<file path="src/rtl/note_history_tracker.sv">
// Debounced note history: a note is committed once it repeats STABLE_COUNT
// valid samples in a row and differs from the last committed note.
module note_history_tracker #(
  parameter int unsigned STABLE_COUNT = 4,
  parameter int unsigned DEPTH        = 160
) (
  input  logic       clk_in,
  input  logic       rst_in,
  input  logic [5:0] note_in,
  input  logic       note_valid_in,
  input  logic       clear_in,
  input  logic [7:0] rd_addr_in,
  output logic [5:0] rd_data_out,
  output logic       commit_out,
  output logic [5:0] committed_note_out,
  output logic [7:0] count_out,
  output logic       full_out
);

  localparam int unsigned ADDR_W     = (DEPTH > 1) ? $clog2(DEPTH) : 1;
  localparam logic [3:0]  STABLE_RUN = 4'(STABLE_COUNT);
  localparam logic [7:0]  DEPTH_C    = 8'(DEPTH);
  localparam logic [7:0]  LAST_IDX   = 8'(DEPTH - 1);

  typedef enum logic [1:0] {IDLE, TRACK, HOLD} state_t;

  state_t     state;
  logic [5:0] cand;
  logic [3:0] run;
  logic [5:0] last;
  logic [7:0] wr_ptr;
  logic [7:0] count;
  logic [5:0] mem [DEPTH];

  logic       completing;
  logic       commit_w;
  logic [8:0] oldest;
  logic [9:0] rd_sum;
  logic [9:0] rd_phys;

  // The edge that brings the run to STABLE_COUNT; it commits only a new note.
  assign completing = note_valid_in && !clear_in && (state == TRACK) &&
                      (note_in == cand) && ((run + 4'd1) == STABLE_RUN);
  assign commit_w   = completing && (cand != last);

  // Logical-to-physical read mapping relative to the oldest entry.
  always_comb begin
    oldest  = 9'd0;
    rd_sum  = 10'd0;
    rd_phys = 10'd0;
    if ({1'b0, wr_ptr} >= {1'b0, count}) begin
      oldest = {1'b0, wr_ptr} - {1'b0, count};
    end else begin
      oldest = {1'b0, wr_ptr} + 9'(DEPTH) - {1'b0, count};
    end
    rd_sum = {1'b0, oldest} + {2'b00, rd_addr_in};
    if (rd_sum >= 10'(DEPTH)) begin
      rd_phys = rd_sum - 10'(DEPTH);
    end else begin
      rd_phys = rd_sum;
    end
  end

  always_ff @(posedge clk_in or negedge rst_in) begin
    if (!rst_in) begin
      state       <= IDLE;
      cand        <= 6'd0;
      run         <= 4'd0;
      last        <= 6'd0;
      wr_ptr      <= 8'd0;
      count       <= 8'd0;
      commit_out  <= 1'b0;
      rd_data_out <= 6'd0;
    end else begin
      commit_out  <= 1'b0;
      // Read uses pre-update count and pointer, giving read-first behaviour.
      rd_data_out <= (rd_addr_in >= count) ? 6'd0 : mem[ADDR_W'(rd_phys)];
      if (clear_in) begin
        state  <= IDLE;
        run    <= 4'd0;
        last   <= 6'd0;
        wr_ptr <= 8'd0;
        count  <= 8'd0;
      end else if (note_valid_in) begin
        case (state)
          IDLE: begin
            cand  <= note_in;
            run   <= 4'd1;
            state <= TRACK;
          end
          TRACK: begin
            if (note_in == cand) begin
              run <= run + 4'd1;
              if (completing) begin
                state <= HOLD;
                if (commit_w) begin
                  last       <= cand;
                  commit_out <= 1'b1;
                  wr_ptr     <= (wr_ptr == LAST_IDX) ? 8'd0 : wr_ptr + 8'd1;
                  if (count != DEPTH_C) count <= count + 8'd1;
                end
              end
            end else begin
              cand <= note_in;
              run  <= 4'd1;
            end
          end
          HOLD: begin
            if (note_in != cand) begin
              cand  <= note_in;
              run   <= 4'd1;
              state <= TRACK;
            end
          end
          default: state <= IDLE;
        endcase
      end
    end
  end

  // History storage needs no reset; reads are masked by count.
  always_ff @(posedge clk_in) begin
    if (commit_w) mem[ADDR_W'(wr_ptr)] <= cand;
  end

  assign committed_note_out = last;
  assign count_out          = count;
  assign full_out           = (count == DEPTH_C);

endmodule

</file>
<file path="config.mk">
export PLATFORM = sky130hd
export DESIGN_NAME = note_history_tracker
export DESIGN_NICKNAME = d
export VERILOG_FILES = /design/src/rtl/note_history_tracker.sv
export SDC_FILE = /design/constraint.sdc
export NUM_CORES = 1
export LEC_CHECK = 0
export CAP_MARGIN = 30
export CORE_UTILIZATION = 63
export CTS_CLUSTER_SIZE = 16
export DETAILED_ROUTE_END_ITERATION = 7
export PLACE_DENSITY = 0.78
export SYNTH_ARGS = -nofsm -noshare
export SYNTH_HDL_FRONTEND = slang
export SYNTH_SLANG_ARGS = --single-unit
</file>
<file path="constraint.sdc">
create_clock -name clk_in -period 7.27 [get_ports clk_in]
set_input_delay 1.454 -clock clk_in [delete_from_list [all_inputs] [get_ports clk_in]]
set_output_delay 1.454 -clock clk_in [all_outputs]
set_load 0.005 [all_outputs]
</file>
==> metrics.txt, run 1 <==
GRT Resource Usage Total=slightly below 30%; post-synthesis cell area=about 0.04 mm2; post-DP HPWL=55,100 um; setup violators final=0; Max Cap Viol=0; Worst-Margin Slew=1.05 ns; RSZ-0062 raised after global routing=false; final total power=12.5 mW; register area=about 0.030 mm2; Slew HR=29.8%; most common cell after layout, fill and taps aside=edfxtp_1; GRT overflow=0; Num CTS Buffers=96; post-CTS sizing=0; IO buf count=39; pwr dens=roughly 270 mW/mm2; first-pass GRT wire length=137,000 um; sequential area share after synthesis=roughly three quarters; Pleak=around 14 nW; Sw Ratio=about 22%; mean post-synth cell area=20.4 um2; via count=20,300; final core utilization=between 70% and 80%; routability cong.=0.941; Max VDD drop=0.207 mV; H-tree depth=3; DR vias/cell=6.76; clock skew=approximately 0.036 ns; largest net degree at the start of global routing=95; Max Clk Rate=0.168 GHz; crit path capture type=register; CP required=roughly 7.8 ns; initial antenna violation count=2; DRT iter0 DRCs=between 2,000 and 2,500; crit-path max FO=14; fin nets=2,141; YS warnings=0; synth unique cells=57; die area=0.0656 mm2; Main synth FF type=edfxtp_1; leading cell types in the layout, fill and taps excluded=edfxtp_1 (960), mux4_2 (300), nor2_1 (189); minimum clock period=approximately 5.9 ns; clock network power share=41.4%; Net Sw Power=roughly 2.7 mW; worst setup path class=reg -> reg; post-synthesis register bit count=1,001; Initial Util=64.2%; IO Pins=40; CTS tree=yes; drt total wl=92,400 um; Worst setup SP type=register; syn nets=2,065; Core Box Area=0.0634 mm2; Rows=92; Multi-input gate area=0.0104 mm2; Fill cells=between 3,000 and 4,000; Worst EP arrival=6.46 ns; synthesized instance count=1,998; root buf cell=clkbuf_16; Synth async-reset ratio=approximately 4.1%; antenna-violating nets left=0; number of enable flip-flop cells after synthesis=960; crit share post-route=around four fifths; chip height=256 um; die width=approximately 260 um; clock-pin slew on the worst setup and hold paths=0.07 ns; HP Class=reg -> reg; Seq pwr share=53.3%; Layout area overhead=11.8%; CTS Hold Buffers Added=0; status=finished clean; Routed wire per std cell=30.8 um; # DRC=0; layout cells sized above 1=24.4%; first drt pass iteration count=6; post-CTS setup buffers=0; combinational power share=5.3%; worst skew pair latency=0.66 ns; Bufs on Longest Clock Path=3; total negative slack=0 ns; Pint=9.78 mW; Hold Fails Final Rpt=0; Slew Viols, Final=0; number of global-route vias before repair=20,700; clk sinks=1,001
-- per-layer routing --
layer  routed length (um)  track usage, %
met1                34900            40.5
met5                   13               0
met4                 2660            9.36
met3                 8370            5.44
met2                46400            46.7
-- power by group through the flow --
stage | Combinational (mW) | Clock (mW) | Sequential, mW
floorplan | 0.336 | 0 | 6.80
global placement | 0.620 | 0 | 6.77
detailed placement | 0.642 | 0 | 6.78
CTS | 0.650 | 5.19 | 6.66
global route | 0.693 | 5.39 | 6.66
finish | 0.663 | 5.16 | 6.65
-- final cells by class --
type                            instances  area share (%)
Antenna cell                            1         0.00550
Clock buffer                          116            5.58
Clock inverter                         61            1.58
Inverter                               35           0.289
Multi-Input combinational cell        866            22.8
Sequential cell                      1001            65.6
Tap cell                              846            2.33
Timing Repair Buffer                   74            1.80
-- worst paths after layout --
check | startpoint | endpoint | slack, ns | depth (start not counted)
worst max register to register | wr_ptr[3]$_DFFE_PN0P_ | rd_data_out[0]$_DFF_PN0_ | 1.33 | 19
worst max-delay path | wr_ptr[3]$_DFFE_PN0P_ | rd_data_out[0]$_DFF_PN0_ | 1.33 | 19
worst min-delay path | run[2]$_DFFE_PN0P_ | run[2]$_DFFE_PN0P_ | 0.54 | 1
worst min register to register | run[2]$_DFFE_PN0P_ | run[2]$_DFFE_PN0P_ | 0.54 | 1
max in group asynchronous | rst_in | rd_data_out[2]$_DFF_PN0_ | 6.10 | 2
min in group asynchronous | rst_in | committed_note_out[4]$_DFFE_PN0P_ | 0.67 | 1
-- registers in the layout (all words and copies together) (netlist names) --
register / count
mem: 960
count_out: 8
wr_ptr: 8
cand: 6
committed_note_out: 6
rd_data_out: 6
run: 4
state: 2
commit_out: 1
-- kinds of logic (layout without fill, tap and decap cells) --
group	Yosys count	after routing	synth area share [%]
simple gates	339	339	3.61
xor+xnor	38	38	0.818
flops	1001	1001	73.3
buf+inv	131	286	1.28
fa+ha+maj	49	49	1.65
other cells	0	1	0
mux	337	337	17.6
compound gates	103	103	1.70
-- synthesized netlist by cell type (3+ instances only) --
master      n  area, um2
nor3_1     10       50.1
ha_1       41        513
o21ai_0    19       95.1
nand2b_1    5       31.3
a21oi_1    27        135
nand3b_1   10       75.1
a31oi_1     5       31.3
or3_1       3       18.8
a21o_1      7       52.6
nor2_1    189        709
edfxtp_1  960      28800
or2_2       5       31.3
xnor2_1    24        210
o211ai_1    7       52.6
nor2b_1     8       50.1
nor4_1      4       25.0
and3_1      4       25.0
buf_1      21       78.8
fa_1        8        160
a211oi_1    7       52.6
nand3_1    13       65.1
clkbuf_1   70        263
xor2_1     14        123
inv_1      35        131
mux4_2    300       6760
mux2i_1    16        160
mux2_2     20        225
nand2_1    71        267
dfrtp_1    41       1030
nand4_1     9       56.3
o31ai_1     4       30.0
a22oi_1     5       37.5
a22o_1      4       35.0
-- worst max-delay path, stage by stage, from the launching register on --
cell	delay, ns
dfrtp_1	0.52
ha_1	0.30
fa_1	0.42
a21oi_1	0.18
a311o_1	0.14
and3_1	0.45
nor2_1	0.10
a21oi_1	0.13
ha_1	0.30
o21ai_0	0.18
nor2_1	0.08
o31ai_1	0.42
o311a_1	0.35
inv_1	0.13
ha_1	0.29
a22o_1	0.83
buf_4	0.36
mux2i_1	0.29
mux2_2	0.21
o211ai_1	0.09
-- through the flow --
| step | instance area (um2) | instances | setup WS [ns] | hold WS [ns] |
|---|---|---|---|---|
| 2_1_floorplan | 40700 | 1998 | 2.07 | 0.492 |
| 3_5_place_dp | 42200 | 2820 | 1.48 | 0.536 |
| 6_report | 45500 | 3000 | 1.33 | 0.544 |
| 3_3_place_gp | 42200 | 2818 | 1.57 | 0.517 |
| 5_1_grt | 45500 | 2999 | 1.09 | 0.580 |
| 4_1_cts | 45500 | 2997 | 1.50 | 0.546 |
Note: power is estimated with default switching activity, not from simulation.
==> run 2: changes to the inputs <==
--- a/config.mk
+++ b/config.mk
@@ -6,10 +6,10 @@
 export NUM_CORES = 1
 export LEC_CHECK = 0
 export CAP_MARGIN = 30
-export CORE_UTILIZATION = 63
+export CORE_UTILIZATION = 57
 export CTS_CLUSTER_SIZE = 16
 export DETAILED_ROUTE_END_ITERATION = 7
-export PLACE_DENSITY = 0.78
+export PLACE_DENSITY = 0.74
 export SYNTH_ARGS = -nofsm -noshare
 export SYNTH_HDL_FRONTEND = slang
 export SYNTH_SLANG_ARGS = --single-unit
==> constraint.sdc (replaced) <==
create_clock -name clk_in -period 4.8 [get_ports clk_in]
set_input_delay 0.96 -clock clk_in [delete_from_list [all_inputs] [get_ports clk_in]]
set_output_delay 0.96 -clock clk_in [all_outputs]
set_load 0.005 [all_outputs]
==> run 2 against run 1 <==
  * Hold slack got worse by 0.38 ns
  * Sequential power rose by 49%
  * Register-to-register slack got worse by 1.2 ns
  * First-iteration DRC count fell by 5.8%
  * Setup slack lost 1.2 ns
  * Count of clock-buffer cells in the layout decreased by 1
  * Power grew 53%
  * Non-clock buffer count increased by 84
  * Die area up 10%
  * Highest routed layer is now met4
==> metrics.txt, run 2 (synthesized netlist as in run 1, its figures left out) <==
root buf cell=clkbuf_16; DP Area=0.0430 mm2 (+1.8%); status=finished clean; number of global-route vias before repair=21,100 (+2.0%); CP required=5.34 ns (-2.46 ns); crit-path max FO=12 (-2); Worst Hold Slack=0.162 ns (-0.381 ns); worst setup path class=reg -> reg; Pint=15.0 mW (+53%); GRT Resource Usage Total=25.7% (-3.2 points); Max Clk Rate=0.216 GHz (+28%); combinational power share=6.5% (+1.2 points); Routed wire per std cell=28.7 um (-6.9%); HP Class=in -> async; crit path capture type=register; CTS tree=yes; Seq pwr share=51.9% (-1.4 points); initial antenna violation count=0 (-2); Core Box Area=0.0704 mm2 (+11%); # diodes=0 (-1); Hold Fails Final Rpt=0 (unchanged); Pleak=15.0 nW (+3.4%); Met3 Wirelength=7490 um (-10%); post-DP HPWL=56,300 um (+2.1%); worst skew pair latency=0.67 ns (about the same); clk sinks=1,001 (unchanged); Num CTS Buffers=98 (+2.1%); # DRC=0 (unchanged); Worst setup SP type=register; Initial Util=57.8% (-6.4 points); drt total wl=91,100 um (-1.3%); chip height=269 um (+5.1%); Bufs on Longest Clock Path=3 (unchanged); total negative slack=0 ns (unchanged); Net Sw Power=4.08 mW (+51%); Layout area overhead=14.4%; pwr dens=410 mW/mm2 (+49%); Worst-Margin Slew=0.991 ns (-0.0620 ns); antenna-violating nets left=0 (unchanged); Inst Count DP=2,987 (+5.9%); most common cell after layout, fill and taps aside=edfxtp_1; Sw Ratio=21.4% (-0.23 points); worst reg-to-reg setup slack=0.17 ns (-1.17 ns); Worst EP arrival=5.17 ns (-1.29 ns); end of the worst register-to-register path=rd_data_out[3]$_DFF_PN0_; via count=20,400 (+0.41%); final non-filler cell area=0.0466 mm2 (+2.3%); IO buf count=39 (unchanged); first drt pass iteration count=5 (-1); clock network power share=41.6% (+0.2 points); max FFs per register=960 (unchanged); GRT overflow=0 (unchanged); Finished Layout Cells=3,179 (+6.0%); Slew Viols, Final=0 (unchanged); register area=0.0299 mm2 (unchanged); leading cell types in the layout, fill and taps excluded=edfxtp_1 (960), mux4_2 (300), nor2_1 (189); Routed met2 length=45,300 um (-2.2%); Multi-input gate area=0.0105 mm2 (+1.5%); clock-pin slew on the worst setup and hold paths=0.06 ns (about the same); Fill cells=4,479 (+29%); Slew HR=33.8% (+4.0 points); die width=269 um (+5.1%); final core utilization=66.2% (-5.6 points); Top reg by flops=mem; reg2reg start=count_out[1]$_DFFE_PN0P_; setup violators final=0 (unchanged); Max VDD drop=0.307 mV (+48%); routability cong.=0.900 (-4.3%); fin nets=2,227 (+4.0%); Max Cap Viol=0 (unchanged); clock skew=0.0401 ns (+0.00391 ns); IO Pins=40 (unchanged); worst r2r path cells=20 (+1); DRT iter0 DRCs=2,135 (-5.8%); largest net degree at the start of global routing=109 (+15%); layout cells sized above 1=28.4% (+4.0 points); crit share post-route=96.5% (+15 points); Top Layer Used=met4; die area=0.0725 mm2 (+10%); H-tree depth=3 (unchanged); Post-Route M1 WL=35,800 um (+2.5%); minimum clock period=4.63 ns (-1.30 ns); DR vias/cell=6.41 (-5.2%); Rows=97 (+5.4%); first-pass GRT wire length=138,000 um (+0.36%)
[run 2: changes by cell type in the layout (fill, tap and decap cells not counted), sizes merged]
cell           change
buf               +84
clkinvlp           -3
bufinv             +2
clkinv             +2
inv                +2
clkdlybuf4s15      -1
diode              -1
[run 2: per-stage QoR]
stage | power (mW) | setup slack, ns
floorplan | 10.8 | 0.0210
detailed placement | 11.3 | -0.226
finish | 19.1 | 0.166
global placement | 11.2 | -0.0206
global route | 19.5 | -0.00844
CTS | 19.1 | 0.0127
[run 2: cell type report]
type                            count  area share [%]
Clock buffer                      115            5.49
Clock inverter                     64            1.63
Multi-Input combinational cell    866            22.6
Inverter                           35           0.282
Tap cell                          940            2.53
Timing Repair Buffer              158            3.33
Sequential cell                  1001            64.1
[run 2: power groups by stage]
stage / Clock, mW / Combinational (mW) / Sequential (mW)
after global routing: 8.34 / 1.31 / 9.89
after CTS: 8.01 / 1.21 / 9.89
final: 7.94 / 1.24 / 9.89
after detailed placement: 0 / 1.20 / 10.1
after global placement: 0 / 1.16 / 10.1
after floorplan: 0 / 0.511 / 10.3
[run 2: repair_timing]
action                                 CTS  global route
hold buffers                             0             0
gates cloned                             0             1
setup endpoints to repair                6             6
endpoints found under the hold margin    0             0
resized for setup                        2            33
pin swaps                                5             6
buffers inserted                         4             5
[run 2: how the worst max path moves through the flow]
stage               slack [ns]                      from                  endpoint  depth (start not counted)
finish                    0.17  count_out[1]$_DFFE_PN0P_  rd_data_out[3]$_DFF_PN0_                         20
global route            -0.008  count_out[1]$_DFFE_PN0P_  rd_data_out[3]$_DFF_PN0_                         20
CTS                       0.01  count_out[1]$_DFFE_PN0P_  rd_data_out[0]$_DFF_PN0_                         21
detailed placement       -0.23  count_out[1]$_DFFE_PN0P_  rd_data_out[0]$_DFF_PN0_                         20
global placement         -0.02             rd_addr_in[0]  rd_data_out[1]$_DFF_PN0_                         11
floorplan                 0.02  count_out[1]$_DFFE_PN0P_  rd_data_out[3]$_DFF_PN0_                         23
[run 2: critical path: stages (launching register included)]
cell and delay, ns:
dfrtp_1 0.38, inv_2 0.09, ha_4 0.13, inv_1 0.07, fa_1 0.39, a311o_1 0.34
and3_4 0.21, nor2_1 0.11, a21oi_1 0.05, ha_1 0.34, o21ai_2 0.15, nor2_1 0.07
o31ai_2 0.31, a21boi_0 0.17, o22ai_1 0.26, a21bo_4 0.30, a22o_4 0.31, buf_12 0.17
mux2_4 0.33, a22oi_2 0.18, o211ai_1 0.13
[run 2: layer usage]
metal / GRT usage (%) / vias to the layer above
met4: 6.89 / 0
li1: - / 8493
met2: 41.4 / 953
met5: 0 / -
met1: 36.6 / 10800
met3: 4.59 / 162
==> run 3: changes to the inputs <==
--- a/config.mk
+++ b/config.mk
@@ -9,7 +9,9 @@
 export CORE_UTILIZATION = 57
 export CTS_CLUSTER_SIZE = 16
 export DETAILED_ROUTE_END_ITERATION = 7
-export PLACE_DENSITY = 0.74
+export DONT_BUFFER_PORTS = 1
+export HOLD_SLACK_MARGIN = 0.1
+export PLACE_DENSITY = 0.73
 export SYNTH_ARGS = -nofsm -noshare
 export SYNTH_HDL_FRONTEND = slang
 export SYNTH_SLANG_ARGS = --single-unit
==> run 3 against run 2 <==
  * Die area stayed put
  * Via count is 1.4% lower
  * Clock power decreased by 3.4%
  * Global-route usage is 0.29 points higher
  * Register-to-register slack barely moved
  * Final area shrank 1.3%
  * First-iteration DRC count increased by 11%
  * Largest power group unchanged
==> metrics.txt, run 3 (synthesized netlist as in run 1, its figures left out) <==
status=finished clean; Worst setup SP type=register; reg2reg start=count_out[1]$_DFFE_PN0P_; Max Cap Viol=0 (unchanged); worst skew pair latency=0.68 ns (about the same); Worst Setup SP=count_out[1]$_DFFE_PN0P_; root buf cell=clkbuf_16; die width=269 um (unchanged); Num CTS Buffers=98 (unchanged); clock-pin slew on the worst setup and hold paths=0.06 ns (about the same); first drt pass iteration count=6 (+1); largest net degree at the start of global routing=105 (-3.7%); # diodes=0 (unchanged); H-tree depth=3 (unchanged); post-DP HPWL=56,700 um (+0.85%); drt total wl=91,800 um (+0.79%); HP Class=in -> reg; via count=20,100 (-1.4%); GRT overflow=0 (unchanged); Bufs on Longest Clock Path=3 (unchanged); worst r2r path cells=21 (+5.0%); antenna-violating nets left=0 (unchanged); minimum clock period=4.63 ns (-0.00864 ns); crit path capture type=register; Routed wire per std cell=29.5 um (+2.8%); Core Box Area=0.0704 mm2 (unchanged); Worst-Margin Slew=1.00 ns (+0.00922 ns); Hold Fails Final Rpt=0 (unchanged); routability cong.=0.884 (-1.7%); Top reg by flops=mem; Max Clk Rate=0.216 GHz (+0.19%); crit-path max FO=12 (unchanged); die area=0.0725 mm2 (unchanged); Worst Hold Slack=0.346 ns (+0.184 ns); IO buf count=0 (-100%); Hold Startpoint=clear_in; total negative slack=0 ns (unchanged); Rows=97 (unchanged); Slew Viols, Final=0 (unchanged); number of global-route vias before repair=20,800 (-1.5%); end of the worst register-to-register path=rd_data_out[4]$_DFF_PN0_; chip height=269 um (unchanged); GRT Resource Usage Total=26.0% (+0.29 points); CP endpoint=rd_data_out[4]$_DFF_PN0_; initial antenna violation count=0 (unchanged); pwr dens=409 mW/mm2 (-0.22%); Slew HR=33.1% (-0.62 points); DRT iter0 DRCs=2,371 (+11%); clk sinks=1,001 (unchanged); Max VDD drop=0.445 mV (+45%); IO Pins=40 (unchanged); worst setup path class=reg -> reg; CP required=5.36 ns (+0.02 ns); CTS tree=yes; Initial Util=57.8% (unchanged); Pleak=14.6 nW (-2.1%); first-pass GRT wire length=138,000 um (+0.25%); # DRC=0 (unchanged); DR vias/cell=6.44 (+0.52%); most common cell after layout, fill and taps aside=edfxtp_1; crit share post-route=96.4% (-0.18 points); worst reg-to-reg setup slack=0.17 ns (about the same); Layout area overhead=12.9%; layout cells sized above 1=27.7% (-0.66 points); max FFs per register=960 (unchanged); setup violators final=0 (unchanged); leading cell types in the layout, fill and taps excluded=edfxtp_1 (960), mux4_2 (300), nor2_1 (189); fin nets=2,161 (-3.0%); clock skew=0.0310 ns (-0.00909 ns); Worst EP arrival=5.18 ns (about the same)
==> run 3: cell type report <==
cell class	instances	area (um2)
clock buffer	120	2560
clock inverter	63	666
timing repair buffer	92	1020
fill	4542	24400
tap	940	1180
sequential	1001	29900
inverter	35	131
multi-input combinational	866	10500
==> run 3: worst max-delay path, stage by stage (launching register included) <==
cell and delay, ns:
dfrtp_1 0.38, inv_2 0.09, ha_4 0.13, inv_1 0.08, fa_1 0.40, a311o_1 0.33
and3_4 0.20, nor2_1 0.10, a21oi_1 0.05, ha_1 0.36, a21oi_2 0.21, o22ai_2 0.12
buf_4 0.16, nor3_2 0.13, nor2_1 0.08, or3_4 0.38, a21bo_4 0.24, a22o_4 0.28
buf_12 0.16, mux2i_1 0.18, nand2_1 0.08, a311o_1 0.36
==> run 3: how the worst min path moves through the flow <==
stage | end | slack [ns] | cells past startpoint
CTS | state[1]$_DFFE_PN0P_ | 0.30 | 1
global placement | run[1]$_DFFE_PN0P_ | 0.52 | 1
finish | state[1]$_DFFE_PN0P_ | 0.35 | 1
global route | state[1]$_DFFE_PN0P_ | 0.31 | 1
detailed placement | run[2]$_DFFE_PN0P_ | 0.53 | 1
floorplan | run[1]$_DFFE_PN0P_ | 0.49 | 1
==> run 3: stage by stage <==
| stage | utilization (%) | area (um2) | setup WS [ns] | cells | total power, mW |
|---|---|---|---|---|---|
| after floorplan | - | 40800 | 0.0210 | 1998 | 10.8 |
| after global placement | 60.2 | 42400 | 0.160 | 2920 | 11.2 |
| after detailed placement | 60.2 | 42400 | -0.0835 | 2921 | 11.3 |
| after CTS | 64.9 | 45700 | 0.0254 | 3107 | 18.8 |
| after global routing | 65.3 | 46000 | -0.0551 | 3117 | 19.2 |
| final | 65.3 | 46000 | 0.175 | 3117 | 18.8 |
==> run 3: per-layer routing <==
| layer | GRT usage (%) | up-vias | share of wire (%) |
|---|---|---|---|
| li1 | - | 8385 | - |
| met3 | 4.42 | 154 | 7.7 |
| met2 | 42.1 | 887 | 50 |
| met5 | 0 | - | 0 |
| met1 | 37.2 | 10700 | 40 |
| met4 | 6.48 | 0 | 2.3 |
==> run 3: power by group <==
| part | internal [mW] | leakage (nW) | switching (mW) |
|---|---|---|---|
| Clock | 4.40 | 1.57 | 3.27 |
| Combinational | 0.436 | 3.90 | 0.777 |
| Sequential | 9.87 | 9.18 | 0.0322 |
| Total | 14.7 | 14.6 | 4.08 |
==> run 3: what timing repair did <==
action,4_1_cts,5_1_grt
gates cloned,0,1
setup endpoints to repair,5,6
pin swaps,2,9
endpoints found under the hold margin,41,0
resized for setup,3,34
setup buffers,1,5
hold buffers,2,0
